==> src/rtl/pipe_pkg.sv <==
// rtl/pipe_pkg.sv - shared FSM state type and branch-forwarding select encodings
package pipe_pkg;

  typedef enum logic {
    RUN      = 1'b0,
    MDU_WAIT = 1'b1
  } mdu_state_t;

  localparam logic [1:0] FWD_RF    = 2'b00;
  localparam logic [1:0] FWD_EXMEM = 2'b01;
  localparam logic [1:0] FWD_MEMWB = 2'b10;

  // Wide enough for MDU_LATENCY up to 31
  localparam int MDU_CNT_W = 5;

endpackage

==> src/rtl/mdu_seq_fsm.sv <==
// rtl/mdu_seq_fsm.sv - multiply/divide sequencer: holds the front pipeline for MDU_LATENCY-1 cycles
module mdu_seq_fsm
  import pipe_pkg::*;
#(
  parameter int MDU_LATENCY = 4
) (
  input  logic clk,
  input  logic reset,
  input  logic i_start,
  output logic o_busy
);

  localparam logic [MDU_CNT_W-1:0] CNT_LOAD = MDU_CNT_W'(MDU_LATENCY - 1);
  localparam logic [MDU_CNT_W-1:0] CNT_LAST = MDU_CNT_W'(1);

  mdu_state_t           r_state;
  mdu_state_t           w_state_nxt;
  logic [MDU_CNT_W-1:0] r_mdu_cnt;
  logic [MDU_CNT_W-1:0] w_mdu_cnt_nxt;

  always_ff @(posedge clk or posedge reset) begin
    if (reset) begin
      r_state   <= RUN;
      r_mdu_cnt <= '0;
    end else begin
      r_state   <= w_state_nxt;
      r_mdu_cnt <= w_mdu_cnt_nxt;
    end
  end

  always_comb begin
    w_state_nxt   = r_state;
    w_mdu_cnt_nxt = r_mdu_cnt;
    case (r_state)
      RUN: begin
        if (i_start) begin
          w_state_nxt   = MDU_WAIT;
          w_mdu_cnt_nxt = CNT_LOAD;
        end
      end
      MDU_WAIT: begin
        if (r_mdu_cnt == CNT_LAST) begin
          w_state_nxt   = RUN;
          w_mdu_cnt_nxt = '0;
        end else begin
          w_mdu_cnt_nxt = r_mdu_cnt - CNT_LAST;
        end
      end
    endcase
  end

  assign o_busy = (r_state == MDU_WAIT);

endmodule

==> src/rtl/pipe_hazard_ctrl.sv <==
// rtl/pipe_hazard_ctrl.sv - stall/flush/forward control for the 5-stage pipeline
// Optional stall-cycle perf counter built only with PIPE_STALL_PERF_EN defined.
module pipe_hazard_ctrl
  import pipe_pkg::*;
#(
  parameter int MDU_LATENCY = 4,
  parameter int REG_AW      = 5
) (
  input  logic              clk,
  input  logic              reset,
  input  logic [REG_AW-1:0] id_rs,
  input  logic [REG_AW-1:0] id_rt,
  input  logic              id_uses_rs,
  input  logic              id_uses_rt,
  input  logic              id_is_branch,
  input  logic              branch_taken,
  input  logic              jump,
  input  logic              ex_reg_write,
  input  logic              ex_mem_read,
  input  logic [REG_AW-1:0] ex_dest,
  input  logic              ex_mdu_start,
  input  logic              mem_reg_write,
  input  logic              mem_mem_read,
  input  logic [REG_AW-1:0] mem_dest,
  output logic              pc_en,
  output logic              if_id_en,
  output logic              if_id_flush,
  output logic              id_ex_en,
  output logic              id_ex_flush,
  output logic              ex_en,
  output logic [1:0]        fwd_a,
  output logic [1:0]        fwd_b,
  output logic              mdu_busy,
  output logic [15:0]       stall_cycles
);

  logic w_ex_match;
  logic w_mem_match;
  logic w_data_stall;
  logic w_mdu_busy;

  // $0 is hardwired, so it never creates a dependency
  assign w_ex_match  = (ex_dest != '0) &&
                       ((id_uses_rs && (id_rs == ex_dest)) || (id_uses_rt && (id_rt == ex_dest)));
  assign w_mem_match = (mem_dest != '0) &&
                       ((id_uses_rs && (id_rs == mem_dest)) || (id_uses_rt && (id_rt == mem_dest)));

  assign w_data_stall = (ex_mem_read && w_ex_match) ||
                        (id_is_branch && ex_reg_write && w_ex_match) ||
                        (id_is_branch && mem_mem_read && w_mem_match);

  mdu_seq_fsm #(
    .MDU_LATENCY(MDU_LATENCY)
  ) u_mdu_seq (
    .clk    (clk),
    .reset  (reset),
    .i_start(ex_mdu_start),
    .o_busy (w_mdu_busy)
  );

  assign mdu_busy = w_mdu_busy;

  always_comb begin
    pc_en       = 1'b1;
    if_id_en    = 1'b1;
    if_id_flush = 1'b0;
    id_ex_en    = 1'b1;
    id_ex_flush = 1'b0;
    ex_en       = 1'b1;
    if (!reset) begin
      if (w_mdu_busy) begin
        pc_en    = 1'b0;
        if_id_en = 1'b0;
        id_ex_en = 1'b0;
        ex_en    = 1'b0;
      end else if (w_data_stall) begin
        pc_en       = 1'b0;
        if_id_en    = 1'b0;
        id_ex_flush = 1'b1;
      end else if (branch_taken || jump) begin
        if_id_flush = 1'b1;
      end
    end
  end

  // A load in EX cannot forward; its data only exists from MEM/WB onward
  always_comb begin
    fwd_a = FWD_RF;
    fwd_b = FWD_RF;
    if (!reset) begin
      if (id_rs != '0) begin
        if (ex_reg_write && !ex_mem_read && (ex_dest == id_rs)) fwd_a = FWD_EXMEM;
        else if (mem_reg_write && (mem_dest == id_rs))          fwd_a = FWD_MEMWB;
      end
      if (id_rt != '0) begin
        if (ex_reg_write && !ex_mem_read && (ex_dest == id_rt)) fwd_b = FWD_EXMEM;
        else if (mem_reg_write && (mem_dest == id_rt))          fwd_b = FWD_MEMWB;
      end
    end
  end

`ifdef PIPE_STALL_PERF_EN
  logic [15:0] r_stall_cycles;

  always_ff @(posedge clk or posedge reset) begin
    if (reset) begin
      r_stall_cycles <= '0;
    end else if (!pc_en && (r_stall_cycles != 16'hFFFF)) begin
      r_stall_cycles <= r_stall_cycles + 16'd1;
    end
  end

  assign stall_cycles = r_stall_cycles;
`else
  assign stall_cycles = 16'h0000;
`endif

endmodule

==> config.mk <==
export PLATFORM = sky130hd
export DESIGN_NAME = pipe_hazard_ctrl
export DESIGN_NICKNAME = d
export VERILOG_FILES = /design/src/rtl/pipe_pkg.sv /design/src/rtl/mdu_seq_fsm.sv /design/src/rtl/pipe_hazard_ctrl.sv
export SDC_FILE = /design/constraint.sdc
export NUM_CORES = 1
export LEC_CHECK = 0
export CORE_ASPECT_RATIO = 1.1
export CORE_MARGIN = 1
export CORE_UTILIZATION = 30
export DETAILED_ROUTE_END_ITERATION = 6
export PLACE_DENSITY_LB_ADDON = 0.15
export SYNTH_ARGS = -nofsm -noshare
export SYNTH_HDL_FRONTEND = slang
export SYNTH_SLANG_ARGS = --single-unit
==> constraint.sdc <==
create_clock -name clk -period 1.9 [get_ports clk]
set_input_delay 0.38 -clock clk [delete_from_list [all_inputs] [get_ports clk]]
set_output_delay 0.38 -clock clk [all_outputs]
set_load 0.02 [all_outputs]
======== Word-level counts from Yosys, hierarchy flattened ========
Index checks and enable logic that the tools add are counted.
storage, ports and cells
  input port bits ......................... 32
  register bits after elaboration ......... 6
  output and inout bits ................... 27
cells by class
  reduce and logical (&&, ||, !) cells .... 26
  bitwise logic cells ..................... 1
  equality and inequality tests ........... 10
  add/sub/neg operators ................... 1
  muxes and demuxes ....................... 26
operators by type and width
  operator                                                            number
  5-bit == test                                                       8
  5-bit nonzero test                                                  4
  1-bit logical AND                                                   16
  2-bit two-way mux                                                   8
  1-bit two-way mux                                                   14
  5-bit two-way mux                                                   2
  5-bit one-hot mux with 2 select lines                               1
  5-bit by 1-bit == test with 1-bit output, second input constant     1
  1-bit logical OR                                                    5
  5-bit by 1-bit subtractor with 5-bit output, second input constant  1
  2-bit inequality test, second input constant                        1
  1-bit one-hot mux with 2 select lines                               1
  1-bit logical NOT                                                   1
  1-bit NOT                                                           1

======== Longest topological paths before layout ========
Gate-level depths: netlist of the first run.
  depth in word-level cells ............... 10
  mapped depth ............................ 6

======== Hierarchy ========
From an unflattened synthesis of the first run, not the netlist that was laid out.
unflattened totals
  cells, all modules ...................... 113
  area, all modules ....................... 904.6 µm²
modules (own cells, without submodules)
  module            sequential area each (µm²)  times used  cells an instance  area an instance (µm²)
  pipe_hazard_ctrl  0.0                         1           81                 578.1
  mdu_seq_fsm       150.1                       1           32                 326.6

======== Worst setup path before layout of the first run ========
No wires, ideal clock.
  path type ............................... input to output
  from .................................... in id_rs[2]
  to ...................................... out fwd_a[1]
  required time ........................... 1.520 ns
  setup slack ............................. -0.384 ns
  stages .................................. 4
  arrival ................................. 1.904 ns
  buffers on the path ..................... 0
  path through ............................ xor2_1 -> nor3_2 -> nand2_1 -> a2111oi_0
on the way
  word-level cells in the longest chain between the ends .. 6
  elaborated cells on any way between the ends .. 9
  those cells by class .................... 2 x eq/ne; 4 x mux; 3 x reduce/logical
ends and longest elaborated chain
  item                   RTL line                text
  start: declaration     pipe_hazard_ctrl.sv:11  input logic [REG_AW-1:0] id_rs,
  5-bit == test          pipe_hazard_ctrl.sv:93  else if (mem_reg_write && (mem_dest == id_rs)) fwd_a = FWD_MEMWB;
  1-bit logical AND      pipe_hazard_ctrl.sv:93
  2-bit two-way mux      pipe_hazard_ctrl.sv:93
  2-bit two-way mux      pipe_hazard_ctrl.sv:92  if (ex_reg_write && !ex_mem_read && (ex_dest == id_rs)) fwd_a = FWD_EXMEM;
  2-bit two-way mux (*)  pipe_hazard_ctrl.sv:91  if (id_rs != '0) begin
  2-bit two-way mux (*)  pipe_hazard_ctrl.sv:90  if (!reset) begin
  end: declaration       pipe_hazard_ctrl.sv:31  output logic [1:0] fwd_a,
Mark *: on every way between the ends. The rest lies on a longest branch, timed or not.

======== Worst setup path after layout of the first run ========
  from .................................... in mem_dest[1]
  to ...................................... out id_ex_flush
on the way
  word-level cells in the longest chain between the ends .. 9
  elaborated cells on any way between the ends .. 12
  those cells by class .................... 2 x eq/ne; 3 x mux; 7 x reduce/logical
ends and longest elaborated chain
  item                   RTL line                text
  start: declaration     pipe_hazard_ctrl.sv:24  input logic [REG_AW-1:0] mem_dest,
  5-bit == test          pipe_hazard_ctrl.sv:46  ((id_uses_rs && (id_rs == mem_dest)) || (id_uses_rt && (id_rt == mem_dest)));
  1-bit logical AND      pipe_hazard_ctrl.sv:46
  1-bit logical OR       pipe_hazard_ctrl.sv:46
  1-bit logical AND (*)  pipe_hazard_ctrl.sv:45  assign w_mem_match = (mem_dest != '0) &&
  1-bit logical AND (*)  pipe_hazard_ctrl.sv:50  (id_is_branch && mem_mem_read && w_mem_match);
  1-bit logical OR (*)   pipe_hazard_ctrl.sv:49  (id_is_branch && ex_reg_write && w_ex_match) ||
  1-bit two-way mux (*)  pipe_hazard_ctrl.sv:76  end else if (w_data_stall) begin
  1-bit two-way mux (*)  pipe_hazard_ctrl.sv:71  if (w_mdu_busy) begin
  1-bit two-way mux (*)  pipe_hazard_ctrl.sv:70  if (!reset) begin
  end: declaration       pipe_hazard_ctrl.sv:29  output logic id_ex_flush,
Marked as above.

==> results.ini, run 1 <==
[timing]
fin_ws_ns=-0.123
slew_violations=0
setup_viol_count_final=7
finalCritPeriodShare_pct=106
final.setup.tns_ns=-0.576
hold_violations=0
min_period_ns=2.02
clock.fmax_mhz=494
rsz0062_at_grt=true
skew_ns=0.00204

[routing]
ant_nets=0
viasPerCell=4.90
vias=1019
drtIter0Drc=30
drt-pass1-iter-count=4
routedWlPerCell_um=15.2
drcViolationCount=0
drt_wl_total_mm=3.17

[flow_run]
maxCapViolations=0

[global_route]
grt_max_degree=11
grt_pass1_wl_mm=4.88
grt_remaining_overflow=0
grt_use_total_pct=21.6
first_global_vias=1062
antenna_found_initial=0

[place]
gp_congestion=0.819
dp_hpwl_mm=2.05
placed_area_um2=1400
dp.cells=199
portBuffers=42

[floorplan]
die_h_um=58.6
chipWidth_um=53.4
io_pins=59
core_area_um2=2780
initial_core_util_pct=31.4
rows=20
dieArea_um2=3130

[cells_and_area]
final_layout_size_suffix_gt1_share_pct=53.1
multi_input_area_um2=977
design_area_um2=1810
mostFrequentLayoutCells=buf_4, buf_6, conb_1
final_util_pct=65.1
seq_area_um2=150
antenna_cells=0
areaGrowthSynthToFinish_pct=107
fin_cells=208
final_common_cell=buf_4
fill_cells=237
final_nets=211

[logic_synthesis]
yosys_warnings=0
yosys-top-cells-area=dfrtp_1, buf_4, xor2_1
synth_area_leader_cell=dfrtp_1
syn_area_per_cell_um2=7.66
syn-cell-area_um2=873
synthSimpleGateAreaFrac_pct=25.8
yosysSeqAreaShare_pct=17.2
synthMuxAreaShare_pct=0
ys_seq_elements=6
synth_fa_ha_area_share_pct=2.87
synth_compound_area_share_pct=14.8
synthCells=114
synth_top_area_share_pct=17.2
synth_xor_area_share_pct=20.1
synth_top_family_by_area=simple AND/OR/NAND/NOR gates
synth.distinct_cells=32

[clock_tree]
cts_sinks=6
clk_path_buf_depth=2
cts_tree=done
cts.clk_slew.worst_paths_ns=0.05
insertion_delay_ns=0.25
root_buffer=clkbuf_4
htreeDepth=1
numCtsBuffers=3

[critical_path]
crit_chain=buf_8 -> buf_4 -> xor2_2 -> nor2_1 -> nand3_1 -> a21o_2 -> a211oi_2 -> buf_4
path_delay_family=compound AO/OA/AOI/OAI gates
cp.arrival_ns=1.64
max_stage_delay_ns=0.23
cp-start-kind=input port
cp_slowest_cell=a21o_2
path_class=in -> out
crit_top_cell=buf_4
worst-path-buf-inv=3
required_ns=1.52
end_kind=output pin
critical_path_peak_fanout=3

[power_and_ir_drop]
powerDensity_nw_per_um2=597
ir_worst_vdd_v=0.000522
leakagePower_nw=0.782

[status]
status=finished with violations
violations=negative setup slack

[worst_hold_path]
hp-class=in -> async

## path summary, 6_finish.rpt
kind	start	end	slack, ns	cells past startpoint
max in group asynchronous	reset	u_mdu_seq.r_mdu_cnt[4]	1.63	3
hold / removal	reset	u_mdu_seq.r_mdu_cnt[2]	0.15	3
setup reg to reg	u_mdu_seq.r_mdu_cnt[0]	u_mdu_seq.r_mdu_cnt[3]	0.64	4
hold reg to reg	u_mdu_seq.r_mdu_cnt[4]	u_mdu_seq.r_mdu_cnt[4]	0.51	2
setup / recovery	mem_dest[1]	id_ex_flush	-0.12	8
min in group clk	u_mdu_seq.r_mdu_cnt[4]	u_mdu_seq.r_mdu_cnt[4]	0.51	2
## what timing repair did
| item | in CTS | in global routing |
|---|---|---|
| buffers inserted | 2 | 4 |
| cloned | 0 | 0 |
| hold endpoints to repair | 0 | 0 |
| endpoints found under the setup margin | 10 | 10 |
| hold buffers | 0 | 0 |
| gates resized for setup | 194 | 29 |
| pin swaps | 34 | 19 |
## cell usage after synthesis (all sizes together)
cell     count
clkbuf       1
and3         1
o211ai       1
or3          2
nand2        5
or4          3
dfrtp        6
a21o         1
ha           2
nor4b        2
nor3         8
a21oi        7
o41ai        1
nor2b        1
o31ai        2
nor4         2
nor2        10
conb         1
xnor2        6
xor2        14
a31o         1
a2111oi      2
buf         18
nand3        4
a211oi       1
inv          7
o21ai        3
nand2b       2
## sequential cells by signal, summed over array words and instances, names as in the netlist
name / cells
u_mdu_seq.o_busy: 1
u_mdu_seq.r_mdu_cnt: 5
## per-layer routing
layer / up-vias / part of all wire [%] / GRT usage, %
met5: - / 0 / 0
met4: 0 / 1.4 / 9.77
met3: 6 / 6.3 / 3.62
met2: 57 / 58 / 39.3
met1: 477 / 35 / 23.9
li1: 479 / - / -
## cells by family after synthesis
kind of cell / Yosys count
other cells: 1
buf+inv: 26
xor+xnor: 20
simple gates: 40
fa+ha+maj: 2
flops: 6
compound gates: 19
## layout make-up
cell class / instances / area share, %
well taps: 33 / 2.28
inverters: 7 / 1.45
repair buffers: 62 / 32.7
clock buffers: 3 / 1.25
flip-flops and latches: 6 / 8.30
multi-input cells: 97 / 54.0
## worst reg2reg max path, cell delays in order (launching register included)
cell	delay [ns]
dfrtp_1	0.41
or3_1	0.41
a21oi_1	0.14
nand2b_1	0.11
o41ai_1	0.07
## per-stage QoR
step           hold slack, ns  setup slack, ns  total power [mW]
2_1_floorplan           0.187           0.0277             0.629
3_3_place_gp            0.490           -0.976             0.828
3_5_place_dp            0.502           -0.992             0.841
4_1_cts                 0.463           -0.136              1.02
5_1_grt                 0.184           -0.216              1.15
6_report                0.153           -0.123              1.08
## report_power, final
part / leakage, nW / internal [mW] / switching, mW
Sequential: 0.0710 / 0.189 / 0.0567
Clock: 0.0138 / 0.0717 / 0.0491
Combinational: 0.697 / 0.334 / 0.379
Power figures use the tool's default switching activity.
==> run 2, diff against run 1 <==
--- a/config.mk
+++ b/config.mk
@@ -5,8 +5,7 @@
 export SDC_FILE = /design/constraint.sdc
 export NUM_CORES = 1
 export LEC_CHECK = 0
-export CORE_ASPECT_RATIO = 1.1
-export CORE_MARGIN = 1
+export CORE_MARGIN = 2
 export CORE_UTILIZATION = 30
 export DETAILED_ROUTE_END_ITERATION = 6
 export PLACE_DENSITY_LB_ADDON = 0.15
==> run 2 against run 1 <==
Compared with the run above:
- the flow still finishes with violations (negative setup slack)
- hold slack improved by 0.33 ns
- utilization up 1.8 points
- sequential cell count stayed put
- non-clock buffer count is 3 lower
- combinational power is 0.7% higher
- cell count is 2.4% lower
- clock power about the same
- design area rose by 2.1%
- clock-buffer cell count did not move
- highest routed layer unchanged
==> results.ini, run 2 (synthesized netlist as in run 1, its figures left out) <==
[routing]
drcViolationCount=0
drtIter0Drc=15
routedWlPerCell_um=15.7
ant_nets=0
vias=1036
drt_wl_total_mm=3.18
viasPerCell=5.10
drt-pass1-iter-count=4

[global_route]
grt_pass1_wl_mm=4.90
antenna_found_initial=0
grt_max_degree=11
first_global_vias=1011
grt_remaining_overflow=0
grt_use_total_pct=18.9

[cells_and_area]
final_nets=208
antenna_cells=0
final_common_cell=buf_4
final_util_pct=66.9
largest_reg_flops=5
areaGrowthSynthToFinish_pct=111
final_layout_size_suffix_gt1_share_pct=56.4
top_register=u_mdu_seq.r_mdu_cnt
mostFrequentLayoutCells=buf_4, buf_6, conb_1

[timing]
clock.fmax_mhz=492
min_period_ns=2.03
slew_violations=0
fin_ws_ns=-0.132
setup_viol_count_final=7
rsz0062_at_grt=true
finalCritPeriodShare_pct=107
final.setup.tns_ns=-0.598
hold_violations=0
skew_ns=0.00646

[critical_path]
rr_endpoint=u_mdu_seq.r_mdu_cnt[3]
reg2reg_from=u_mdu_seq.r_mdu_cnt[0]
critical_path_peak_fanout=3
path_class=in -> out
rr_worst_depth=2
r2r_slack_ns=0.65
cp-start-kind=input port
required_ns=1.52
end_kind=output pin
cp.arrival_ns=1.65

[place]
portBuffers=42
dp_hpwl_mm=2.11
pre_cts_ws_ns=-1.00
gp_congestion=0.779

[clock_tree]
cts_sinks=6
htreeDepth=1
cts_tree=done
numCtsBuffers=3
clk_path_buf_depth=2
insertion_delay_ns=0.25
root_buffer=clkbuf_4
cts.clk_slew.worst_paths_ns=0.05

[floorplan]
initial_core_util_pct=31.7
die_h_um=58.0
dieArea_um2=3360
chipWidth_um=58.0
core_area_um2=2760
rows=19
io_pins=59

[power_and_ir_drop]
leakagePower_nw=0.799
ir_worst_vdd_v=0.000841
powerDensity_nw_per_um2=587

[status]
violations=negative setup slack
status=finished with violations

[flow_run]
maxCapViolations=0

[worst_hold_path]
hp-class=in -> async

[run 2: repair_timing]
| action | in CTS | in global routing |
|---|---|---|
| setup buffers | 2 | 6 |
| endpoints found under the setup margin | 10 | 11 |
| hold buffers | 0 | 0 |
| resized for setup | 195 | 46 |
| pin swaps | 31 | 18 |
[run 2: worst max-delay path by stage]
stage,startpoint,endpoint,slack [ns]
global placement,id_rt[3],id_ex_flush,-0.98
global route,mem_dest[3],id_ex_flush,-0.19
floorplan,mem_dest[1],pc_en,0.03
CTS,ex_dest[0],id_ex_flush,-0.12
finish,mem_dest[4],if_id_flush,-0.13
detailed placement,id_rt[3],id_ex_flush,-1.00
[run 2: layout make-up]
cell class                 instances  area [µm²]
fill                             211         912
sequential                         6         150
inverter                           7        26.3
multi-input combinational         97        1030
tap                               31        38.8
clock buffer                       3        22.5
timing repair buffer              59         579
[run 2: metal layers]
| metal | up-vias | part of all wire [%] | global-route usage [%] |
|---|---|---|---|
| met2 | 53 | 49 | 31.3 |
| met3 | 13 | 7.1 | 4.24 |
| met1 | 493 | 41 | 24.6 |
| li1 | 477 | - | - |
| met4 | 0 | 3.4 | 5.98 |
| met5 | - | 0 | 0 |
[run 2: worst max-delay path: stages]
cell and delay [ns]:
buf_8 0.11, or4_4 0.53, o211ai_2 0.19, a21o_2 0.15, and3_1 0.18, buf_6 0.12
[run 2: power by group]
group / internal, mW / total, mW / leakage [nW] / switching, mW
combinational: 0.337 / 0.718 / 0.714 / 0.382
clock: 0.0718 / 0.123 / 0.0138 / 0.0514
sequential: 0.189 / 0.243 / 0.0710 / 0.0532
total: 0.598 / 1.08 / 0.799 / 0.486
[run 2: metrics by stage]
stage	cell area [µm²]	hold WS [ns]	instances	total power [mW]
after floorplan	968	0.187	129	0.629
after global placement	1370	0.493	194	0.825
after detailed placement	1370	0.499	194	0.837
after CTS	1630	0.457	199	1.03
after global routing	1850	0.507	203	1.18
final	1850	0.487	203	1.08
